<file path="src/rtl/instr_fetch_unit_pkg.sv">
// -----------------------------------------------------------------------------
// instr_fetch_unit_pkg
// Shared constants, types and helpers for the instruction fetch stage.
//   IFETCH_RESET_PC : default byte address fetched first after reset
//   NOP_WORD        : word presented to decode when nothing is buffered
//   INSTR_BYTES     : size of one instruction word in bytes
//   fetch_entry_t   : one buffered fetch, {word, pc}
// -----------------------------------------------------------------------------
package instr_fetch_unit_pkg;

   localparam logic [31:0] IFETCH_RESET_PC = 32'h0000_3000;
   localparam logic [31:0] NOP_WORD        = 32'h0000_0000;
   localparam logic [31:0] INSTR_BYTES     = 32'd4;
   localparam int          FIFO_DEPTH      = 2;

   typedef struct packed {
      logic [31:0] word;
      logic [31:0] pc;
   } fetch_entry_t;

   // Fetch addresses are word aligned; the two low bits of any target are
   // dropped rather than faulted.
   function automatic logic [31:0] align_word_addr(input logic [31:0] addr);
      return addr & ~32'h0000_0003;
   endfunction

   // Sequential successor; wraps modulo 2^32 by plain 32-bit arithmetic.
   function automatic logic [31:0] next_fetch_pc(input logic [31:0] addr);
      return addr + INSTR_BYTES;
   endfunction

endpackage

</file>
<file path="src/rtl/instr_fetch_unit_fetch_fifo2.sv">
// -----------------------------------------------------------------------------
// fetch_fifo2
// Two-entry {word, pc} buffer between instruction memory and decode.
// Slot 0 is always the head, so the head never moves unless a pop occurs.
// Ports:
//   clk, rst_n   : clock, synchronous active-low reset
//   flush        : synchronous clear of all entries (overrides push/pop)
//   push         : write push_entry at the tail
//   push_entry   : entry to write
//   pop          : drop the head entry
//   head_entry   : current head (meaningless when occupancy == 0)
//   occupancy    : number of valid entries, 0..2
// -----------------------------------------------------------------------------
module fetch_fifo2
   import instr_fetch_unit_pkg::*;
(
   input  logic         clk,
   input  logic         rst_n,
   input  logic         flush,
   input  logic         push,
   input  fetch_entry_t push_entry,
   input  logic         pop,
   output fetch_entry_t head_entry,
   output logic [1:0]   occupancy
);

   fetch_entry_t slot0;
   fetch_entry_t slot1;
   logic [1:0]   count;
   logic         pop_ok;
   logic         push_ok;

   // Defensive qualification: a pop of an empty buffer or a push into a full
   // buffer without a matching pop is ignored instead of corrupting state.
   assign pop_ok  = pop && (count != 2'd0);
   assign push_ok = push && ((count != 2'd2) || pop_ok);

   always_ff @(posedge clk) begin
      if (!rst_n || flush) begin
         count <= 2'd0;
      end else begin
         case ({push_ok, pop_ok})
            2'b10:   count <= count + 2'd1;
            2'b01:   count <= count - 2'd1;
            default: count <= count;
         endcase
      end
   end

   always_ff @(posedge clk) begin
      if (!rst_n) begin
         slot0 <= '0;
         slot1 <= '0;
      end else if (!flush) begin
         case ({push_ok, pop_ok})
            2'b10: begin
               if (count == 2'd0) slot0 <= push_entry;
               else               slot1 <= push_entry;
            end
            2'b01: begin
               slot0 <= slot1;
            end
            2'b11: begin
               // Simultaneous push/pop: occupancy stays the same, the new
               // entry lands behind whatever remains after the pop.
               if (count == 2'd1) begin
                  slot0 <= push_entry;
               end else begin
                  slot0 <= slot1;
                  slot1 <= push_entry;
               end
            end
            default: begin
               slot0 <= slot0;
            end
         endcase
      end
   end

   assign head_entry = slot0;
   assign occupancy  = count;

endmodule

</file>
<file path="src/rtl/instr_fetch_unit.sv">
// -----------------------------------------------------------------------------
// instr_fetch_unit
// Instruction fetch stage: owns the PC, issues sequential word reads to a
// synchronous instruction memory (data one cycle after the request), buffers
// returned words in a 2-entry queue and hands them to decode over valid/ready.
// Redirects squash everything in flight and buffered.
//
// Optional build macro: IFETCH_STAT_EN adds the fetch_count port and counter.
//
// Parameters:
//   RESET_PC       : byte address fetched first after reset
// Ports:
//   clk            : sole clock, rising edge
//   rst_n          : synchronous active-low reset
//   im_req         : read request to instruction memory this cycle
//   im_addr        : request byte address (word aligned, 0 when idle)
//   im_rdata       : read data for the request of the previous cycle
//   redirect_valid : taken branch/jump/exception redirect
//   redirect_pc    : redirect target, low two bits ignored
//   instr_valid    : instr_word/instr_pc hold a fetched instruction
//   instr_ready    : decode accepts the instruction this cycle
//   instr_word     : fetched instruction word (NOP when not valid)
//   instr_pc       : byte address of instr_word (0 when not valid)
//   fetch_count    : accepted-instruction count (IFETCH_STAT_EN only)
// -----------------------------------------------------------------------------
module instr_fetch_unit
   import instr_fetch_unit_pkg::*;
#(
   parameter logic [31:0] RESET_PC = IFETCH_RESET_PC
) (
   input  logic        clk,
   input  logic        rst_n,
   output logic        im_req,
   output logic [31:0] im_addr,
   input  logic [31:0] im_rdata,
   input  logic        redirect_valid,
   input  logic [31:0] redirect_pc,
   output logic        instr_valid,
   input  logic        instr_ready,
   output logic [31:0] instr_word,
   output logic [31:0] instr_pc
`ifdef IFETCH_STAT_EN
   ,
   output logic [31:0] fetch_count
`endif
);

   logic [31:0]  pc;
   logic         inflight;
   logic [31:0]  inflight_pc;

   logic [1:0]   occupancy;
   fetch_entry_t head_entry;
   fetch_entry_t push_entry;
   logic         pop;
   logic         push;
   logic [2:0]   backlog;

   assign pop = instr_valid & instr_ready;

   // A response is only kept if its request survived: a redirect in the
   // response cycle discards it, and reset clears inflight so a response to
   // a pre-reset request is never captured.
   assign push = inflight & ~redirect_valid;

   assign push_entry.word = im_rdata;
   assign push_entry.pc   = inflight_pc;

   // Words that will occupy the buffer next cycle if nothing new is issued.
   // A pop this cycle frees a slot immediately, which is what lets a stalled
   // stream resume issuing in the same cycle decode takes the head.
   assign backlog = {1'b0, occupancy} + {2'b00, inflight} - {2'b00, pop};

   always_comb begin
      im_req  = 1'b0;
      im_addr = '0;
      if (rst_n && !redirect_valid && (backlog < 3'd2)) begin
         im_req  = 1'b1;
         im_addr = pc;
      end
   end

   always_ff @(posedge clk) begin
      if (!rst_n) begin
         pc          <= align_word_addr(RESET_PC);
         inflight    <= 1'b0;
         inflight_pc <= '0;
      end else if (redirect_valid) begin
         pc       <= align_word_addr(redirect_pc);
         inflight <= 1'b0;
      end else begin
         inflight <= im_req;
         if (im_req) begin
            pc          <= next_fetch_pc(pc);
            inflight_pc <= pc;
         end
      end
   end

   // Flushing on redirect also covers a pop in the same cycle: decode has
   // already taken the head, the flush just discards what remains.
   fetch_fifo2 u_fifo (
      .clk        (clk),
      .rst_n      (rst_n),
      .flush      (redirect_valid),
      .push       (push),
      .push_entry (push_entry),
      .pop        (pop),
      .head_entry (head_entry),
      .occupancy  (occupancy)
   );

   always_comb begin
      instr_valid = 1'b0;
      instr_word  = NOP_WORD;
      instr_pc    = '0;
      if (occupancy != 2'd0) begin
         instr_valid = 1'b1;
         instr_word  = head_entry.word;
         instr_pc    = head_entry.pc;
      end
   end

`ifdef IFETCH_STAT_EN
   // Counts accepted instructions; redirects do not touch it.
   always_ff @(posedge clk) begin
      if (!rst_n) begin
         fetch_count <= '0;
      end else if (pop) begin
         fetch_count <= fetch_count + 32'd1;
      end
   end
`endif

endmodule

</file>
<file path="config.mk">
export PLATFORM = sky130hd
export DESIGN_NAME = instr_fetch_unit
export DESIGN_NICKNAME = d
export VERILOG_FILES = /design/src/rtl/instr_fetch_unit_pkg.sv /design/src/rtl/instr_fetch_unit_fetch_fifo2.sv /design/src/rtl/instr_fetch_unit.sv
export SDC_FILE = /design/constraint.sdc
export NUM_CORES = 1
export LEC_CHECK = 0
export BUFFER_PORTS_ARGS = -buffer_cell sky130_fd_sc_hd__buf_2
export CAP_MARGIN = 25
export CORE_MARGIN = 8
export CORE_UTILIZATION = 50
export DETAILED_ROUTE_END_ITERATION = 16
export GPL_ROUTABILITY_DRIVEN = 0
export PLACE_DENSITY = 0.76
export REMOVE_ABC_BUFFERS = 1
export SLEW_MARGIN = 40
export SYNTH_ARGS = -nofsm -noshare
export SYNTH_HDL_FRONTEND = slang
export SYNTH_SLANG_ARGS = --single-unit
export TNS_END_PERCENT = 5
</file>
<file path="constraint.sdc">
create_clock -name clk -period 3.05 [get_ports clk]
set_input_delay 0 -clock clk [delete_from_list [all_inputs] [get_ports clk]]
set_output_delay 0 -clock clk [all_outputs]
set_load 0.1 [all_outputs]
</file>
# Word-level counts from Yosys, hierarchy flattened
# Index checks and enable logic that the tools add are counted.
dict set report totals {
  ff_bits 195
  out_inout_bits 98
  elab_cells 59
}
dict set report classes {
  addsub 5
  order_cmp 1
  n_eq_ne 8
  muxes 14
  bitwise 4
  n_reduce_logical 18
}
# operator count
set op_table {}
lappend op_table {{$mux W64} 4}
lappend op_table {{$pmux W64 S3} 1}
lappend op_table {{$mux W32} 5}
lappend op_table {{$pmux W64 S2} 1}
lappend op_table {{$add A32 B3 Y32 const B} 1}
lappend op_table {{$reduce_bool A2 Y1} 4}
lappend op_table {{$ne A2 B2 Y1 const B} 3}
lappend op_table {{$eq A2 B1 Y1 const B} 2}
lappend op_table {{$eq A2 B2 Y1 const B} 2}
lappend op_table {{$logic_and A1 B1 Y1} 4}
lappend op_table {{$pmux W2 S2} 1}
lappend op_table {{$reduce_and A4 Y1} 1}
lappend op_table {{$add A2 B1 Y3} 1}
lappend op_table {{$lt A3 B2 Y1 const B} 1}
lappend op_table {{$reduce_and A3 Y1} 1}
lappend op_table {{$reduce_bool A3 Y1} 1}
lappend op_table {{$sub A3 B1 Y3} 1}
lappend op_table {{$add A2 B1 Y2 const B} 1}
lappend op_table {{$and A1 B1 Y1} 2}
lappend op_table {{$logic_not A1 Y1} 2}
lappend op_table {{$logic_not A2 Y1} 1}
lappend op_table {{$logic_or A1 B1 Y1} 2}
lappend op_table {{$mux W1} 2}
lappend op_table {{$ne A2 B1 Y1 const B} 1}
lappend op_table {{4 further kinds} 5}

# Longest topological paths before layout
dict set report logic_depth {
  word_depth 9
  ltp_mapped 16
  mapped_depth_nobuf 15
}

# Hierarchy
# A second synthesis with hierarchy kept.
dict set report unflattened {
  hier_cells 1128
  area_unflattened_um2 9004.9
}
# module instances cells_per_inst area_each_um2 seq_area_each_um2
set by_module_without_submodules {}
lappend by_module_without_submodules {fetch_fifo2 1 659 5564.1 2602.5}
lappend by_module_without_submodules {instr_fetch_unit 1 469 3440.8 1221.2}

# Least setup slack after synthesis
# OpenSTA, ideal clock, no wires.
dict set report synth_timing {
  path_kind {register to output}
  startpoint {register u_fifo.count[1], in the netlist u_fifo.occupancy[1]}
  endpoint {output port im_addr[16]}
  arrival_time_ns 3.711
  t_required_ns 3.050
  path_slack_ns -0.661
  stages_incl_launch_ff 16
  n_path_buf 3
  cell_sequence {dfxtp_1 > inv_1 > ha_1 > nand2b_1 > inv_1 > ha_1 > nand2b_1 > fa_1 > nand3b_1 > or2_1 > buf_2 > inv_2 > buf_2 > buf_2 > nand2_1 > inv_1}
}
dict set report synth_via {
  elab_chain_cells 7
}
# element line_no
set synth_lines {}
lappend synth_lines {{from (decl)} instr_fetch_unit_fetch_fifo2.sv:29} ;# logic [1:0] count;
lappend synth_lines {{from (signal assigned)} instr_fetch_unit_fetch_fifo2.sv:43} ;# 2'b10: count <= count + 2'd1;
lappend synth_lines {{from (signal assigned)} instr_fetch_unit_fetch_fifo2.sv:44} ;# 2'b01: count <= count - 2'd1;
lappend synth_lines {{from (signal assigned)} instr_fetch_unit_fetch_fifo2.sv:45} ;# default: count <= count;
lappend synth_lines {{$reduce_bool A2 Y1} instr_fetch_unit.sv:117} ;# if (occupancy != 2'd0) begin
lappend synth_lines {{$mux W1} instr_fetch_unit.sv:117}
lappend synth_lines {{$and A1 B1 Y1} instr_fetch_unit.sv:59} ;# assign pop = instr_valid & instr_ready;
lappend synth_lines {{$sub A3 B1 Y3 (*)} instr_fetch_unit.sv:72} ;# assign backlog = {1'b0, occupancy} + {2'b00, inflight} - {2'b00, pop};
lappend synth_lines {{$lt A3 B2 Y1 (*)} instr_fetch_unit.sv:77} ;# if (rst_n && !redirect_valid && (backlog < 3'd2)) begin
lappend synth_lines {{$logic_and A1 B1 Y1 (*)} instr_fetch_unit.sv:77}
lappend synth_lines {{$mux W32 (*)} instr_fetch_unit.sv:77}
lappend synth_lines {{to (decl)} instr_fetch_unit.sv:34} ;# output logic [31:0] im_addr,
# Mark *: on every way between the ends. The rest lies on a longest branch, timed or not.

# Worst setup path after layout
dict set report layout_timing {
  startpoint {register u_fifo.count[0], in the netlist u_fifo.occupancy[0]}
  endpoint {output port im_addr[20]}
}
# The elaborated chain is that of the path after synthesis.

==> impl.org <==
** Global routing
- The number of antenna violations at the first check in global routing is 0.
- Global Route Usage Sum :: 20.63%
- Largest net degree at the start of global routing :: 99
- The total overflow left after global routing is 0.
- Wire length of the first global-routing pass :: 37.03 mm
- Number of global-route vias before repair :: 7,503

** Critical path
- Slowest stage cell on the critical path :: fa_1
- Measured in cells, the most critical reg-to-reg path has a length of 14.
- The startpoint identified for the worst register-to-register timing path is u_fifo.occupancy[0].
- Crit path buffers/inverters :: 6
- Type of element launching the critical path :: flop
- For flop-to-flop paths, the worst setup slack is 0.12 ns.
- For the worst setup path, the data required time is 3.05 ns.
- By startpoint and endpoint, the worst setup path is classified as reg2out.
- STA classifies the critical path endpoint as an output pin.
- Critical path peak fanout :: 14
- Slowest cell delay on critical path :: 0.48 ns
- In this run the critical register-to-register path is captured at pc[14].
- Data on the critical path arrives at its endpoint at 2.99 ns.
- On the critical path the largest part of the delay comes from adder cells.
- Ordered cell list for the critical path :: inv_2 > ha_4 > nand2b_4 > inv_4 > ha_1 > nand2b_4 > fa_1 > nand3b_1 > or2_4 > clkinv_8 > buf_12 > nand2_1 > inv_2 > buf_12

** Clock tree
- Clock-pin slew was measured on the worst setup and hold paths at 0.07 ns.
- CTS max path bufs :: 2
- The number of clock buffers added by TritonCTS is 17.
- Clock Sink Count :: 187
- The tree is rooted in a clkbuf_16.
- TritonCTS built the clock tree.
- Latest clock arrival within the worst-skew pair :: 0.42 ns
- Htree depth :: 4

** Synth
- Number of synthesized flops with an enable pin :: 0
- FF+latch count, synth :: 187
- Mean area per synthesized cell :: 8.073 um^2
- Summing the sequential cell areas from Yosys gives 43.95% of the chip area.
- During synthesis, Yosys emitted a total of 0 warnings.
- Mapped Area :: 8517 um^2
- Post-synth ARST share :: 0%
- The number of different library cells used by synthesis comes to 54.
- The most used flip-flop cell after synthesis is dfxtp_1.
- Synthesis produced 1,055 cells.

** STA
- Least setup slack across all paths after layout :: 0.05577 ns
- For the final database, setup skew stands at 0.007329 ns.
- Final setup violation count :: 0
- Transition time at the pin with the least slew margin :: 0.7550 ns
- Slew HR :: 49.66%
- For this run, the top clock speed supported by timing is 0.3340 GHz.
- The clock period could shrink to 2.994 ns.
- The final-report hold violation count was 0.
- Setup repair after global routing could not meet its margin everywhere.
- The final critical path takes up 98.17% of the cycle.
- Final max-slew violation count :: 0
- Worst hold-check slack :: 0.03235 ns

** Drt
- Detailed route wirelength on metal3 :: 1.322 mm
- The first TritonRoute pass finished after 5 iterations.
- The routed design has 22.82 mm of wire.
- Vias :: 7,911
- Using the TritonRoute via totals, the vias-per-cell ratio works out to 5.378.
- The count of nets left with antenna violations once routing finished came out at 0.
- Dividing the detail-routed wire length by the instance count gives 15.51 um.
- For this run, design rule violations remaining after detail routing come to 0.
- After detailed routing, the wire length on met1 is 9.951 mm.
- In this run, the number of DRC markers left after iteration 0 of detailed routing was 458.
- Top Metal Used :: met4
- Met2 layer wire length in the routed design :: 11.27 mm

** Final layout
- Antenna diode count :: 0
- With fillers left out, the area of the finished cells amounts to 11,340 um^2.
- Ratio of cells with drive above 1 in the final layout :: 22.14%
- Layout-stage area growth over the synthesis result :: 33.13%
- Net total in the final layout :: 1,312

** Placement
- DP Area :: 9955 um^2
- In this run the tool buffered the top-level ports with 159 buffer cells.
- Setup WS pre-CTS :: -0.1261 ns
- Summed over all nets, the half-perimeter wirelength after detailed placement is 14.68 mm.

** Hold path
- The min-delay analysis places its worst path in the category in2reg.
- Hold-critical path endpoint :: pc[31]
- Startpoint of the most critical hold path :: redirect_pc[31]
- The worst hold path was traced through 5 stages.

** Power
- Combinational group share of total power :: 18.5%
- Sw Ratio :: 29.31%
- Registers are responsible for 44.6% of the overall power.
- P per Cell Area :: 530.4 nW/um^2
- Switching power :: 1.762 mW
- The internal power of the cells totals 4.251 mW.
- The clock network is responsible for 36.9% of the overall power.
- IR analysis of the VDD net gives a maximum drop of 0.0004152 V.
- In this run the static leakage power is 4.348 nW.

** Flow run
- Maximum Capacitance Violations :: 0

** Die
- Boundary pin count :: 166
- Starting Density :: 51.18%
- The core region is 16,640 um^2.
- The initialized floorplan defines 47 standard-cell rows.
- The die is 146.5 um wide.
- Vertical die dimension :: 146.5 um
- Die outline area :: 21,470 um^2

** Run status
- Outcome :: complete, no violations
[sequential cells by signal (all words and copies together), names as in the netlist]
| register | flops |
|---|---|
| inflight | 1 |
| inflight_pc | 30 |
| pc | 30 |
| u_fifo.head_entry | 62 |
| u_fifo.occupancy | 2 |
| u_fifo.slot1 | 62 |
[cells in the final DEF, fill, tap and decap left out, types with 5 or more instances in the layout]
cell / count
and4_1: 5
dlygate4sd3_1: 61
nand4_1: 8
a211oi_1: 64
a31oi_1: 6
nand3_1: 11
nand2_2: 8
nor2_1: 87
buf_12: 38
nand2_1: 203
o21ai_0: 13
a22oi_1: 8
and2_1: 9
and3_1: 5
mux2i_1: 68
a21oi_1: 109
a32oi_1: 5
dfxtp_1: 185
nor2b_1: 65
inv_1: 13
buf_4: 18
clkbuf_16: 19
inv_2: 28
buf_2: 128
[final cells by class]
class	instances	area (um^2)
inverters	44	185.2
well taps	220	275.3
multi-input cells	740	4324
clock inverters	12	138.9
flip-flops and latches	187	3746
clock buffers	20	456.7
repair buffers	248	2212
fillers	1324	5304
[layer usage]
layer / vias up / global-route usage, %
met3: 21 / 4.852
met4: 0 / 5.358
met5: - / 0
li1: 3952 / -
met1: 3699 / 25.62
met2: 239 / 35.16
[what timing repair did]
action	in CTS	in global routing
hold buffers	61	0
setup buffers	4	1
gates cloned	0	2
endpoints found under the setup margin	44	33
gates resized for setup	23	32
hold endpoints to repair	91	0
pin swaps	1	1
[how the worst max path moves through the flow]
stage                              from                    end  slack [ns]  cells past startpoint
floorplan           u_fifo.occupancy[1]  u_fifo.head_entry[10]       -3.74                      6
global placement    u_fifo.occupancy[0]                  pc[6]       -0.02                     13
detailed placement  u_fifo.occupancy[0]                  pc[4]       -0.13                     13
CTS                 u_fifo.occupancy[1]            im_addr[29]      -0.002                     15
global route        u_fifo.occupancy[0]            im_addr[20]       -0.04                     14
finish              u_fifo.occupancy[0]            im_addr[20]        0.06                     14
[synth_stat cells (4+ instances only)]
library cell | n | area share, %
nor3_1 | 4 | 0.24
mux2i_1 | 68 | 8.0
inv_1 | 43 | 1.9
nand2_1 | 210 | 9.3
a32oi_1 | 5 | 0.51
xnor2_1 | 4 | 0.41
nand3_1 | 12 | 0.71
nor2b_1 | 65 | 4.8
and3_1 | 6 | 0.44
clkbuf_1 | 55 | 2.4
buf_4 | 6 | 0.53
and4_1 | 5 | 0.51
o311ai_0 | 4 | 0.41
and2_1 | 9 | 0.66
o21ai_0 | 13 | 0.76
a22oi_1 | 8 | 0.71
a21oi_1 | 110 | 6.5
buf_2 | 21 | 1.2
dfxtp_1 | 187 | 44
nor4_2 | 4 | 0.59
ha_1 | 5 | 0.73
nor2_1 | 89 | 3.9
nand4_1 | 8 | 0.59
a211oi_1 | 64 | 5.6
buf_1 | 5 | 0.22
a31oi_1 | 6 | 0.44
[cell families (layout without fill, tap and decap cells)]
group                    count (synthesis)  in the layout  synth area share (%)
AND/OR/NAND/NOR                        428            428                 23.36
AO/OA/AOI/OAI                          226            226                 16.45
flip-flops                             187            187                 43.95
buffers and inverters                  131            324                 6.346
multiplexers                            70             70                 8.256
adder cells (fa/ha/maj)                  6              6                0.9696
XOR/XNOR                                 6              6                0.6170
other                                    1              4               0.04403
[per-stage QoR]
stage               cells  setup TNS, ns  power, mW  util [%]
global route         1471        -0.3683      6.252     68.13
detailed placement   1371        -0.8577      3.729     59.82
finish               1471              0      6.013     68.13
floorplan             971        -516.56      3.428         -
CTS                  1468      -0.001755      6.018     67.45
global placement     1371       -0.06581      3.711     59.82
[power groups by stage]
stage	clock (mW)	combinational (mW)	sequential, mW
after floorplan	0	0.724	2.70
after global placement	0	0.986	2.72
after detailed placement	0	1.00	2.73
after CTS	2.26	1.08	2.68
after global routing	2.36	1.20	2.70
final	2.22	1.11	2.68
[tightest hold or removal path, delay by kind of cell]
family                 cells  cell delay (ns)
AOI/OAI and AO/OA          3             0.28
buffers and inverters      1             0.08
and+or+nand+nor            1             0.06
Note: power is estimated with default switching activity, not from simulation.
